===== config.mk =====
export PLATFORM = sky130hd
export DESIGN_NAME = apb_regfile_slave
export DESIGN_NICKNAME = d
export VERILOG_FILES = /design/src/rtl/apb_regfile_slave.sv
export SDC_FILE = /design/constraint.sdc
export NUM_CORES = 1
export LEC_CHECK = 0
export ABC_AREA = 1
export BUFFER_PORTS_ARGS = -buffer_cell sky130_fd_sc_hd__buf_4
export CORE_AREA = 3 3 234 236
export CTS_BUF_LIST = sky130_fd_sc_hd__clkbuf_4
export DETAILED_ROUTE_END_ITERATION = 6
export DIE_AREA = 0 0 237 239
export PLACE_DENSITY = 0.63
export SLEW_MARGIN = 25
export SYNTH_ARGS = -nofsm -noshare
export SYNTH_HDL_FRONTEND = slang
export SYNTH_SLANG_ARGS = --single-unit
export TNS_END_PERCENT = 100

===== constraint.sdc =====
create_clock -name i_clk -period 4.78 [get_ports i_clk]
set_input_delay 1.195 -clock i_clk [delete_from_list [all_inputs] [get_ports i_clk]]
set_output_delay 1.195 -clock i_clk [all_outputs]
set_load 0.02 [all_outputs]

===== src/rtl/apb_regfile_slave.sv =====
// APB3 slave fronting NUM_REGS read/write registers with byte strobes,
// programmable wait states and PSLVERR on out-of-range or misaligned addresses.
module apb_regfile_slave #(
    parameter int                    ADDR_WIDTH  = 8,
    parameter int                    DATA_WIDTH  = 32,
    parameter int                    NUM_REGS    = 16,
    parameter int                    WAIT_STATES = 0,
    parameter logic [DATA_WIDTH-1:0] RESET_VALUE = '0
) (
    input  logic                           i_clk,
    input  logic                           i_reset,
    input  logic [ADDR_WIDTH-1:0]          i_paddr,
    input  logic                           i_psel,
    input  logic                           i_penable,
    input  logic                           i_pwrite,
    input  logic [DATA_WIDTH-1:0]          i_pwdata,
    input  logic [DATA_WIDTH/8-1:0]        i_pstrb,
    output logic                           o_pready,
    output logic                           o_pslverr,
    output logic [DATA_WIDTH-1:0]          o_prdata,
    output logic [NUM_REGS*DATA_WIDTH-1:0] o_regs,
    output logic [NUM_REGS-1:0]            o_wr_pulse
);
    localparam int                    NB         = DATA_WIDTH / 8;
    localparam int                    LSB        = $clog2(NB);
    localparam logic [ADDR_WIDTH-1:0] ALIGN_MASK = ADDR_WIDTH'((1 << LSB) - 1);
    localparam logic [ADDR_WIDTH:0]   NREGS      = (ADDR_WIDTH + 1)'(NUM_REGS);
    localparam logic [3:0]            WAIT_LOAD  = 4'(WAIT_STATES);

    typedef enum logic {IDLE, ACCESS} state_e;

    state_e                              state_q, state_d;
    logic [3:0]                          cnt_q, cnt_d;
    logic [NUM_REGS-1:0][DATA_WIDTH-1:0] regs_q, regs_d;
    logic [NUM_REGS-1:0]                 wr_pulse_q, wr_pulse_d;
    logic [ADDR_WIDTH-1:0]               idx;
    logic [NUM_REGS-1:0]                 sel;
    logic [DATA_WIDTH-1:0]               rd_mux;
    logic                                dec_err;
    logic                                done;

    assign idx     = i_paddr >> LSB;
    assign dec_err = ({1'b0, idx} >= NREGS) || ((i_paddr & ALIGN_MASK) != '0);

    // One-hot register select; all zero on a decode error so reads return 0.
    always_comb begin
        sel    = '0;
        rd_mux = '0;
        for (int k = 0; k < NUM_REGS; k++) begin
            sel[k] = !dec_err && (idx == ADDR_WIDTH'(k));
            if (sel[k]) rd_mux = regs_q[k];
        end
    end

    always_comb begin
        state_d    = state_q;
        cnt_d      = cnt_q;
        regs_d     = regs_q;
        wr_pulse_d = '0;
        done       = 1'b0;
        case (state_q)
            IDLE: begin
                if (i_psel && !i_penable) begin
                    state_d = ACCESS;
                    cnt_d   = WAIT_LOAD;
                end
            end
            ACCESS: begin
                if (!i_psel) begin
                    state_d = IDLE;
                end else if (!i_penable) begin
                    cnt_d = WAIT_LOAD;
                end else if (cnt_q != '0) begin
                    cnt_d = cnt_q - 4'd1;
                end else begin
                    done    = 1'b1;
                    state_d = IDLE;
                    if (i_pwrite) begin
                        for (int k = 0; k < NUM_REGS; k++) begin
                            if (sel[k]) begin
                                wr_pulse_d[k] = 1'b1;
                                for (int b = 0; b < NB; b++)
                                    if (i_pstrb[b]) regs_d[k][b*8 +: 8] = i_pwdata[b*8 +: 8];
                            end
                        end
                    end
                end
            end
            default: state_d = IDLE;
        endcase
    end

    always_ff @(posedge i_clk) begin
        if (i_reset) begin
            state_q    <= IDLE;
            cnt_q      <= '0;
            wr_pulse_q <= '0;
            for (int k = 0; k < NUM_REGS; k++) regs_q[k] <= RESET_VALUE;
        end else begin
            state_q    <= state_d;
            cnt_q      <= cnt_d;
            wr_pulse_q <= wr_pulse_d;
            regs_q     <= regs_d;
        end
    end

    // A reset landing on the completion cycle kills the handshake as well as the write.
    assign o_pready   = done && !i_reset;
    assign o_pslverr  = o_pready && dec_err;
    assign o_prdata   = (o_pready && !i_pwrite && !dec_err) ? rd_mux : '0;
    assign o_regs     = regs_q;
    assign o_wr_pulse = wr_pulse_q;
endmodule

# [Yosys cells after proc, flatten, opt, wreduce, memory -nomap -nowiden]
# Index checks and enable logic that the tools add are counted.
[totals] register_bits=533 elab_cells=234 output_inout_bits=562 in_bits=49
[op_classes] order_cmp=1 muxes=47 reduce_logical=95 n_eq_ne=18 addsub=1 bitwise_logic=5
[op_table] cell="32-bit two-way mux" count=17
[op_table] cell="7-bit AND reduction" count=64
[op_table] cell="6-bit by 4-bit == test with 1-bit output, second input constant" count=8
[op_table] cell="6-bit by 3-bit == test with 1-bit output, second input constant" count=4
[op_table] cell="1-bit two-way mux" count=24
[op_table] cell="1-bit logical AND" count=21
[op_table] cell="4-bit two-way mux" count=4
[op_table] cell="6-bit by 2-bit == test with 1-bit output, second input constant" count=2
[op_table] cell="8-bit zero test" count=1
[op_table] cell="4-bit one-hot mux with 2 select lines" count=1
[op_table] cell="8-bit nonzero test" count=1
[op_table] cell="6-bit by 1-bit == test with 1-bit output, second input constant" count=1
[op_table] cell="6-bit by 5-bit >= comparator with 1-bit output, second input constant" count=1
[op_table] cell="6-bit OR reduction" count=1
[op_table] cell="1-bit inverter" count=5
[op_table] cell="1-bit zero test" count=4
[op_table] cell="2-bit != test, second input constant" count=2
[op_table] cell="4-bit nonzero test" count=1
[op_table] cell="4-bit by 1-bit subtractor with 4-bit output, second input constant" count=1
[op_table] cell="3-bit by 2-bit != test with 1-bit output, second input constant" count=1
[op_table] cell="3-bit AND reduction" count=1
[op_table] cell="1-bit one-hot mux with 2 select lines" count=1
[op_table] cell="1-bit logical OR" count=1

# [Longest topological paths before layout]
[logic_depth] depth_word=21 depth_mapped=18 ltp_nobuf=17

# [Worst setup path after synthesis]
# OpenSTA, ideal clock, no wires.
[synth_path] path_kind="input-to-output" from="in i_reset" to="out o_prdata[13]" t_required_ns=3.585 t_arrival_ns=3.001 path_slack_ns=0.584 n_path_buf=2 cell_stages=7 path_cell_list="clkbuf_1 > nor3_1 > inv_1 > nor3_1 > clkbuf_1 > o21ai_0 > a21oi_1"
[synth_via] elab_chain_len=5
[synth_rtl] item="start, declared" line="11" source="input logic i_reset,"
[synth_rtl] item="1-bit zero test" line="108" source="assign o_pready = done && !i_reset;"
[synth_rtl] item="1-bit logical AND" line="108"
[synth_rtl] item="net o_pready" line="18" source="output logic o_pready,"
[synth_rtl] item="1-bit logical AND (2 in series)" line="110" source="assign o_prdata = (o_pready && !i_pwrite && !dec_err) ? rd_mux : '0;"
[synth_rtl] item="32-bit two-way mux" line="110"
[synth_rtl] item="end, declared" line="20" source="output logic [DATA_WIDTH-1:0] o_prdata,"
# The timed path passes the listed nets, and every way through them passes these cells.

# [Worst setup path after layout]
[layout_path] from="in i_paddr[1]" to="out o_prdata[2]"
[layout_via] elab_chain_len=21 word_cells_on_any_way=37 classes_between="mux (17); reduce/logical (20)"
[layout_rtl] item="start, declared" line="12" source="input logic [ADDR_WIDTH-1:0] i_paddr,"
[layout_rtl] item="8-bit nonzero test *" line="43" source="assign dec_err = ({1'b0, idx} >= NREGS) || ((i_paddr & ALIGN_MASK) != '0);"
[layout_rtl] item="1-bit logical OR *" line="43"
[layout_rtl] item="1-bit zero test *" line="50, 110"
[layout_rtl] item="1-bit logical AND" line="50" source="sel[k] = !dec_err && (idx == ADDR_WIDTH'(k));"
[layout_rtl] item="32-bit two-way mux (16 in series)" line="51" source="if (sel[k]) rd_mux = regs_q[k];"
[layout_rtl] item="32-bit two-way mux *" line="110"
# Mark *: on every way between the ends. The rest lies on a longest branch, timed or not.

==> load_flow_metrics.sql <==
INSERT INTO impl_metrics (metric_group, metric, value, unit) VALUES
('routing', 'post_drt_via_cell_ratio', '5.44', ''),
('synth', 'syn_area_per_cell', '7.53', 'um2'),
('synth', 'yosys-top-cells-area', 'dfxtp_1 (48%), a21oi_1 (7.7%), nand2_1 (7.5%), a211oi_1 (7.3%), nor2_1 (6.6%)', ''),
('worst_setup_path', 'reg2reg_depth', '10', ''),
('outcome', 'status', 'finished clean', ''),
('sta', 'final.hold.worst_slack', '0.474', 'ns'),
('routing', 'drc', '0', ''),
('place', 'dpl_worst_slack', '0.0108', 'ns'),
('clock_tree', 'clock_insertion_delay_worst_skew', '1.00', 'ns'),
('grt', 'grtUsageMet3', '10.0', '%'),
('final_layout', 'finalInstanceArea', '29500', 'um2'),
('final_layout', 'multi_input_comb_area', '10000', 'um2'),
('min_path', 'min_path_type', 'flip-flop to flip-flop', ''),
('die', 'floorplan.die.width', '237', 'um'),
('die', 'dieArea', '56600', 'um2'),
('place', 'dpl.hpwl', '72.6', 'mm'),
('place', 'detailed_place.area', '27600', 'um2'),
('flow_run', 'drv.max_cap_violation_count', '0', ''),
('synth', 'synth.top_cell.area_share', '47.8', '%'),
('grt', 'grt_max_degree', '220', ''),
('synth', 'synth-seq-area-share', '47.8', '%'),
('synth', 'most_common_cell_in_the_synthesized_netlist', 'dfxtp_1', ''),
('sta', 'maxSlewViolCount', '0', ''),
('clock_tree', 'cts_buffer_depth', '3', ''),
('sta', 'setup_viol', '0', ''),
('routing', 'vias', '23800', ''),
('clock_tree', 'tritoncts', 'yes', ''),
('clock_tree', 'ctsRootBufferMaster', 'clkbuf_4', ''),
('sta', 'final-hold-violation-count', '0', ''),
('routing', 'dr_pass1_iterations', '5', ''),
('synth', 'synth_warnings', '0', ''),
('worst_setup_path', 'crit_path_end_kind', 'primary output', ''),
('sta', 'tns', '0', 'ns'),
('worst_setup_path', 'crit_path_required_time', '3.59', 'ns'),
('grt', 'global_route_wire_length_before_repair', '141', 'mm'),
('grt', 'total_global_route_track_usage', '32.7', '%'),
('final_layout', 'regArea', '10700', 'um2'),
('final_layout', 'layoutNonFillerInstCount', '4380', ''),
('die', 'initial_utilization', '42.4', '%'),
('grt', 'leftover_overflow_at_the_end_of_global_routing', '0', ''),
('routing', 'drt.antenna.violating_nets', '0', ''),
('clock_tree', 'cts_bufs_inserted', '145', ''),
('die', 'ioPinCount', '611', ''),
('sta', 'tightestPinTransition', '1.10', 'ns'),
('pwr', 'leakage', '12.7', 'nW'),
('synth', 'instance_count_of_the_mapped_netlist', '2966', ''),
('routing', 'routed_wl', '97.6', 'mm'),
('sta', 'maxSlewHeadroom', '26.9', '%'),
('grt', 'antenna_found_initial', '2', ''),
('worst_setup_path', 'start_kind', 'input pin', ''),
('sta', 'worst_slack', '0.175', 'ns'),
('place', 'total_of_buffers_placed_on_input_and_output_ports', '610', ''),
('grt', 'fraction_of_met1_tracks_used_by_global_routing', '37.1', '%'),
('synth', 'post_synthesis_cell_area', '22300', 'um2'),
('place', 'placed_cells_incl_taps', '4118', ''),
('clock_tree', 'cts.clk_slew.worst_paths', '0.06', 'ns'),
('synth', 'async_flop_share', '0', '%'),
('final_layout', 'fin_util', '56.1', '%'),
('synth', 'synth_top_cells_by_count', 'dfxtp_1 (533), nand2_1 (446), nor2_1 (394), a21oi_1 (343), o21ai_0 (288)', ''),
('final_layout', 'syn_to_final_growth', '32.2', '%'),
('die', 'fp.dieH', '239', 'um'),
('clock_tree', 'ctsHtreeMaxLevel', '4', ''),
('routing', 'drt_iter0_markers', '1914', ''),
('synth', 'synth_fp_nets', '3016', ''),
('synth', 'synth_area_leader_cell', 'dfxtp_1', ''),
('pwr', 'peakVddDrop', '0.231', 'mV'),
('final_layout', 'drive_gt1_share', '28.5', '%'),
('final_layout', 'final.fill_count', '5074', ''),
('pwr', 'total_power', '8.96', 'mW'),
('clock_tree', 'clock-sinks', '533', ''),
('worst_setup_path', 'worstSetupStartpoint', 'i_paddr[1]', '');
==> placed cells by master (no fill, tap or decap), types with 79 or more instances in the layout <==
cell	count
buf_4	669
dfxtp_1	533
nand2_1	443
nor2_1	388
a21oi_1	343
o21ai_0	288
a211oi_1	217
clkbuf_4	216
inv_1	196
nand4_1	79
==> cell type report <==
| type | count | share of cell area (%) |
|---|---|---|
| Sequential cell | 533 | 36.1 |
| Clock inverter | 34 | 0.809 |
| Timing Repair Buffer | 686 | 18.0 |
| Multi-Input combinational cell | 2010 | 33.9 |
| Clock buffer | 216 | 5.49 |
| Inverter | 207 | 2.66 |
| Antenna cell | 6 | 0.0508 |
| Tap cell | 688 | 2.91 |
==> flip-flops by register name (all words and copies together) (netlist names) <==
name        count
o_regs        512
o_wr_pulse     16
cnt_q           4
state_q         1
==> per-layer routing <==
layer  wire length (um)  vias up
li1                   -    11400
met1              36700    11200
met2              48300     1051
met3               8500      193
met4               4140        0
met5                  0        -
==> kinds of logic (layout without fill, tap and decap cells) <==
logic type	Yosys count	in the layout	synth area share, %
compound gates	911	911	22.8
fa+ha+maj	1	1	0.0560
buf+inv	423	1143	7.73
flops	533	533	47.8
other cells	0	6	0
simple gates	1098	1098	21.6
==> power by group <==
group / switching [mW] / total, mW / internal [mW]
Clock: 1.96 / 4.23 / 2.27
Sequential: 0.00291 / 4.45 / 4.44
Combinational: 0.222 / 0.283 / 0.0606
==> worst max-delay path, stage by stage <==
cell and delay [ns]:
buf_4 0.11, nor2_2 0.14, nand2_2 0.14, buf_4 0.20, inv_1 0.07, nand3_1 0.30, nor2_1 0.32, inv_1 0.08
buf_4 0.27, o21ai_0 0.20, inv_1 0.05, nand2_1 0.07, inv_1 0.07, buf_4 0.16
==> how the worst min path moves through the flow <==
stage                                    endpoint                     from  cells past startpoint
final                     o_regs[11]$_SDFFE_PP0P_  o_regs[11]$_SDFFE_PP0P_                      2
after global routing       o_regs[9]$_SDFFE_PP0P_              i_pwdata[9]                      3
after CTS                 o_regs[14]$_SDFFE_PP0P_             i_pwdata[14]                      3
after detailed placement  o_regs[11]$_SDFFE_PP0P_  o_regs[11]$_SDFFE_PP0P_                      2
after global placement    o_regs[13]$_SDFFE_PP0P_  o_regs[13]$_SDFFE_PP0P_                      2
after floorplan             cnt_q[0]$_SDFFE_PP0P_    cnt_q[0]$_SDFFE_PP0P_                      2
==> repair_timing <==
action                                  in CTS  in global routing
resized for setup                            1                 17
pin swaps                                    0                  2
hold endpoints to repair                     0                  0
setup buffers                                0                  4
gates cloned                                 0                  1
endpoints found under the setup margin       1                 28
Note: power is estimated with default switching activity, not from simulation.
